===== src/rtl/gfx_plane_shifter.sv =====
// Multi-channel graphic plane shifter: ROM word (or fill) in, one pixel per shift out.
// Optional colour-0 transparency flag output enabled by defining GFX_TRANSPARENT_EN.
module gfx_plane_shifter #(
  parameter int PLANES   = 6,
  parameter int PIX      = 8,
  parameter int CHANNELS = 2,
  parameter int PAL_W    = 2,
  parameter int CW       = (CHANNELS > 1) ? $clog2(CHANNELS) : 1
) (
  input  logic                             sysclk,
  input  logic                             reset_b,
  input  logic [PLANES*PIX-1:0]            rom_data,
  input  logic                             ld_valid,
  input  logic [CW-1:0]                    ld_ch,
  input  logic                             ld_flip,
  input  logic [PAL_W-1:0]                 ld_pal,
  input  logic [PLANES-1:0]                ld_rom_sel,
  input  logic [PLANES-1:0]                ld_fill,
  output logic                             ld_ready,
  input  logic [CHANNELS-1:0]              shift_en,
  output logic [CHANNELS*(PAL_W+PLANES)-1:0] pix,
  output logic [CHANNELS-1:0]              pix_valid,
  output logic [CHANNELS-1:0]              underrun,
  input  logic                             clr_underrun
`ifdef GFX_TRANSPARENT_EN
  ,
  output logic [CHANNELS-1:0]              pix_opaque
`endif
);

  localparam int WORD_W = PLANES * PIX;
  localparam int PW     = PAL_W + PLANES;
  localparam int CNT_W  = $clog2(PIX);

  typedef enum logic [1:0] {S_EMPTY, S_ACTIVE, S_FULL} state_t;

  logic [WORD_W-1:0]     ld_word;
  logic [CHANNELS-1:0]   full_vec;
  logic [(1<<CW)-1:0]    ready_vec;

  // Head bit of every plane for a given word, direction and pixel count.
  function automatic logic [PLANES-1:0] head_bits(input logic [WORD_W-1:0] w,
                                                  input logic flip,
                                                  input logic [CNT_W-1:0] cnt);
    logic [CNT_W-1:0] idx;
    idx = flip ? cnt : (CNT_W'(PIX - 1) - cnt);
    for (int p = 0; p < PLANES; p++) head_bits[p] = w[p*PIX + int'(idx)];
  endfunction

  genvar gi;

  for (gi = 0; gi < PLANES; gi++) begin : g_plane
    assign ld_word[gi*PIX +: PIX] = ld_rom_sel[gi] ? rom_data[gi*PIX +: PIX] : {PIX{ld_fill[gi]}};
  end

  // Channel indices beyond CHANNELS read as never-ready so such loads are dropped.
  for (gi = 0; gi < (1 << CW); gi++) begin : g_ready
    if (gi < CHANNELS) begin : g_real
      assign ready_vec[gi] = ~full_vec[gi];
    end else begin : g_none
      assign ready_vec[gi] = 1'b0;
    end
  end

  always_comb begin
    ld_ready = ready_vec[ld_ch];
  end

  for (gi = 0; gi < CHANNELS; gi++) begin : g_ch
    state_t             state_reg, state_next;
    logic [WORD_W-1:0]  act_word_reg, act_word_next, pend_word_reg;
    logic               act_flip_reg, act_flip_next, pend_flip_reg;
    logic [PAL_W-1:0]   act_pal_reg, act_pal_next, pend_pal_reg;
    logic [CNT_W-1:0]   cnt_reg, cnt_next;
    logic [PW-1:0]      pix_reg;
    logic [PLANES-1:0]  head_next;
    logic               underrun_reg;
    logic               valid_c, accept, shift, last, load_pend;

    assign valid_c   = (state_reg != S_EMPTY);
    assign accept    = ld_valid & ld_ready & (ld_ch == CW'(gi));
    assign shift     = shift_en[gi] & valid_c;
    assign last      = shift & (cnt_reg == CNT_W'(PIX - 1));
    assign load_pend = accept & (state_reg == S_ACTIVE) & ~last;

    always_ff @(posedge sysclk or negedge reset_b) begin
      if (!reset_b) state_reg <= S_EMPTY;
      else          state_reg <= state_next;
    end

    always_comb begin
      state_next = state_reg;
      case (state_reg)
        S_EMPTY:  if (accept) state_next = S_ACTIVE;
        S_ACTIVE: begin
          if (last && !accept)      state_next = S_EMPTY;
          else if (!last && accept) state_next = S_FULL;
        end
        S_FULL:   if (last) state_next = S_ACTIVE;
        default:  state_next = S_EMPTY;
      endcase
    end

    // A new active word comes from the load port (empty or bypass) or the pending slot.
    always_comb begin
      act_word_next = act_word_reg;
      act_flip_next = act_flip_reg;
      act_pal_next  = act_pal_reg;
      cnt_next      = cnt_reg;
      if (accept && (state_reg == S_EMPTY || last)) begin
        act_word_next = ld_word;
        act_flip_next = ld_flip;
        act_pal_next  = ld_pal;
        cnt_next      = '0;
      end else if (last && state_reg == S_FULL) begin
        act_word_next = pend_word_reg;
        act_flip_next = pend_flip_reg;
        act_pal_next  = pend_pal_reg;
        cnt_next      = '0;
      end else if (shift) begin
        cnt_next = cnt_reg + CNT_W'(1);
      end
      head_next = head_bits(act_word_next, act_flip_next, cnt_next);
    end

    always_ff @(posedge sysclk or negedge reset_b) begin
      if (!reset_b) begin
        act_word_reg  <= '0;
        act_flip_reg  <= 1'b0;
        act_pal_reg   <= '0;
        cnt_reg       <= '0;
        pend_word_reg <= '0;
        pend_flip_reg <= 1'b0;
        pend_pal_reg  <= '0;
        pix_reg       <= '0;
        underrun_reg  <= 1'b0;
      end else begin
        act_word_reg <= act_word_next;
        act_flip_reg <= act_flip_next;
        act_pal_reg  <= act_pal_next;
        cnt_reg      <= cnt_next;
        if (load_pend) begin
          pend_word_reg <= ld_word;
          pend_flip_reg <= ld_flip;
          pend_pal_reg  <= ld_pal;
        end
        // pix keeps its last value once the channel drains.
        if (state_next != S_EMPTY) pix_reg <= {act_pal_next, head_next};
        underrun_reg <= (underrun_reg & ~clr_underrun) | (shift_en[gi] & ~valid_c);
      end
    end

`ifdef GFX_TRANSPARENT_EN
    logic opaque_reg;
    always_ff @(posedge sysclk or negedge reset_b) begin
      if (!reset_b) opaque_reg <= 1'b0;
      else          opaque_reg <= (state_next != S_EMPTY) & (|head_next);
    end
    assign pix_opaque[gi] = opaque_reg;
`endif

    assign pix[gi*PW +: PW] = pix_reg;
    assign pix_valid[gi]    = valid_c;
    assign underrun[gi]     = underrun_reg;
    assign full_vec[gi]     = (state_reg == S_FULL);
  end

endmodule

===== config.mk =====
export PLATFORM = sky130hd
export DESIGN_NAME = gfx_plane_shifter
export DESIGN_NICKNAME = d
export VERILOG_FILES = /design/src/rtl/gfx_plane_shifter.sv
export SDC_FILE = /design/constraint.sdc
export NUM_CORES = 1
export LEC_CHECK = 0
export CORE_MARGIN = 5
export CORE_UTILIZATION = 60
export DETAILED_ROUTE_END_ITERATION = 12
export DONT_BUFFER_PORTS = 1
export PLACE_DENSITY_LB_ADDON = 0.12
export SETUP_SLACK_MARGIN = 0.5
export SYNTH_ARGS = -nofsm -noshare
export SYNTH_HDL_FRONTEND = slang
export SYNTH_SLANG_ARGS = --single-unit

===== constraint.sdc =====
create_clock -name sysclk -period 4.1 [get_ports sysclk]
set_input_delay 1.025 -clock sysclk [delete_from_list [all_inputs] [get_ports sysclk]]
set_output_delay 1.025 -clock sysclk [all_outputs]
set_load 0.01 [all_outputs]

==> impl_metrics.ini <==
[setup_path]
setup.worst_path.end_class = register
max_stage_delay_ns = 0.76
worst_path_most_repeated_cell = ha_1
cp_slowest_cell = buf_4
reg2reg_slack_ns = 0.70
critical_path_peak_fanout = 50
critical_path_class = register to register
startpoint_type = register
path_buf_inv = 1
critPathArrivalTime_ns = 3.81
worstPathRequired_ns = 4.50
cp_top_family = compound AO/OA/AOI/OAI gates
path_cells = ha_1, ha_1, nand4b_1, buf_4, mux2i_1, o21ai_0, a31o_1, o32ai_1, o41ai_2

[global_route]
first_global_vias = 8628
grt_start_max_net_pins = 233
track_usage = 0.270
grt_use_met3 = 0.0473
use_met2 = 0.426
grt-ovfl-total = 0
grt.busiest_layer = met2
grtUsageMet1 = 0.388
grt_pass1_wl_um = 48200
antenna_found_initial = 0

[routing]
vias = 8893
vias_per_cell = 6.11
drt-wirelength-per-cell_um = 20.8
drc = 0
first_pass_iters = 5
ant_nets = 0
postRouteWirelength_um = 30300
first_iter_violations = 690

[clock_network]
clk_latency_ns = 0.53
cts_resized = 0
ctsHoldBuffers = 0
cts_sinks = 232
cts_buffer_depth = 3
clk_pin_slew_ns = 0.06
cts_setup_buffers = 0
cts_root_buffer = clkbuf_16
cts_buffers = 25
cts-htree-levels = 1
tritoncts = yes

[finish]
antenna_cells = 0
stdcell_count = 1456
drive_gt1_frac = 0.0898
syn_to_final_growth_pct = 8.44
nets = 1249
multi_input_area_um2 = 5750
mostFrequentLayoutCell = dfrtp_1
num-fill-cells = 1600
final_core_util = 0.664
stdcell_area_um2 = 13000
final-seq-area_um2 = 5810
mostFrequentLayoutCells = dfrtp_1, nand2_1, mux2i_1

[status]
status = complete, no violations

[power]
finalPower_mw = 10.3
vdd_drop_max_v = 0.000410
leakage_nw = 6.70
p_per_area_nw_per_um2 = 797

[die]
die_w_um = 151
core_area_um2 = 19500
die_h_um = 151
initial_core_util = 0.613
fp-row-count = 51
dieArea_um2 = 22900
io-pin-count = 91

[sta]
rsz0062_at_grt = no
min_period_over_period = 0.830
setup_viol_count_final = 0
finalHoldViolations = 0
min_period_ns = 3.40
setup_slack_ns = 0.696
slew_viol_final = 0
skew_ns = 0.0128
tightest_slew_ns = 0.945
setup_tns_ns = 0
slew_headroom = 0.370
holdWs_ns = 0.198
fmax_mhz = 294

[logic_synthesis]
muxShareOfSynthArea = 0.179
yosysSeqAreaShare = 0.485
synth_flop_cell = dfrtp_1
syn_inst = 1215
syn_avg_cell_area_um2 = 9.85
synth_top_family_by_area = multiplexers
synth_fa_ha_area_frac = 0.00418
synth-edff-count = 0
ys_seq_elements = 232
ys_async_sr_fraction = 1.00
yosys_warnings = 0
synth_nets = 1289
synth_compound_area_frac = 0.157
syn_area_um2 = 12000
synthDistinctLibCells = 59
synthSimpleGateAreaFrac = 0.137
synthXorXnorAreaFrac = 0

[placed_design]
place_inst = 1413
gp_congestion = 0.807
port-buffer-count = 0
place_area_um2 = 12100
dpl.hpwl_um = 19800
dp_slack_ns = 0.621

[flow_run]
maxCapViolCount = 0

[min_path]
hp-class = primary input to async pin
-- cells by family (layout without fill, tap and decap cells) --
family / after synthesis / after routing
AO/OA/AOI/OAI: 299 / 299
adder cells (fa/ha/maj): 4 / 4
buffers and inverters: 99 / 75
flip-flops: 232 / 232
multiplexers: 210 / 210
AND/OR/NAND/NOR: 371 / 371
-- per-layer routing --
| metal | vias up | wire (um) |
|---|---|---|
| met5 | - | 0 |
| li1 | 4245 | - |
| met4 | 0 | 798 |
| met1 | 4324 | 13700 |
| met3 | 49 | 1950 |
| met2 | 275 | 13800 |
-- synthesized netlist by cell type, types with 6 or more instances --
| cell | count | area [um^2] |
|---|---|---|
| nor2b_1 | 10 | 62.6 |
| mux2_2 | 11 | 124 |
| buf_2 | 21 | 105 |
| a211oi_1 | 16 | 120 |
| buf_1 | 8 | 30.0 |
| o21ai_0 | 130 | 651 |
| buf_4 | 6 | 45.0 |
| o32ai_1 | 6 | 52.6 |
| clkbuf_1 | 54 | 203 |
| and3_1 | 10 | 62.6 |
| or3_1 | 10 | 62.6 |
| a21oi_1 | 57 | 285 |
| a311oi_1 | 6 | 52.6 |
| dfrtp_1 | 232 | 5810 |
| o22ai_1 | 7 | 43.8 |
| mux2i_1 | 196 | 1960 |
| nor3_1 | 14 | 70.1 |
| a31oi_1 | 23 | 144 |
| nand2b_1 | 18 | 113 |
| nor2_1 | 45 | 169 |
| inv_1 | 6 | 22.5 |
| nand2_1 | 221 | 830 |
| nand3_1 | 21 | 105 |
-- final cells by class --
cell class,count,share of cell area
clock inverters,9,0.0115
repair buffers,26,0.0160
flip-flops and latches,232,0.448
inverters,6,0.00174
multi-input cells,884,0.443
clock buffers,34,0.0547
well taps,265,0.0256
-- final timing paths --
check,from,to,cells after the start
min,reset_b,g_ch[0].state_reg[0]$_DFF_PN0_,0
max in group asynchronous,reset_b,g_ch[0].act_word_reg[44]$_DFF_PN0_,0
min reg2reg,g_ch[0].pend_word_reg[28]$_DFFE_PN0P_,g_ch[0].pend_word_reg[28]$_DFFE_PN0P_,2
min in group sysclk,g_ch[0].pend_word_reg[28]$_DFFE_PN0P_,g_ch[0].pend_word_reg[28]$_DFFE_PN0P_,2
max reg2reg,g_ch[1].cnt_reg[0]$_DFF_PN0_,g_ch[1].pix_reg[4]$_DFFE_PN0P_,9
max,g_ch[1].cnt_reg[0]$_DFF_PN0_,g_ch[1].pix_reg[4]$_DFFE_PN0P_,9
-- power by group --
group          switching (mW)  internal [mW]
Sequential              0.649           3.38
Combinational            2.34           1.59
Clock                   0.916           1.46
(Power assumes the default switching activity.)
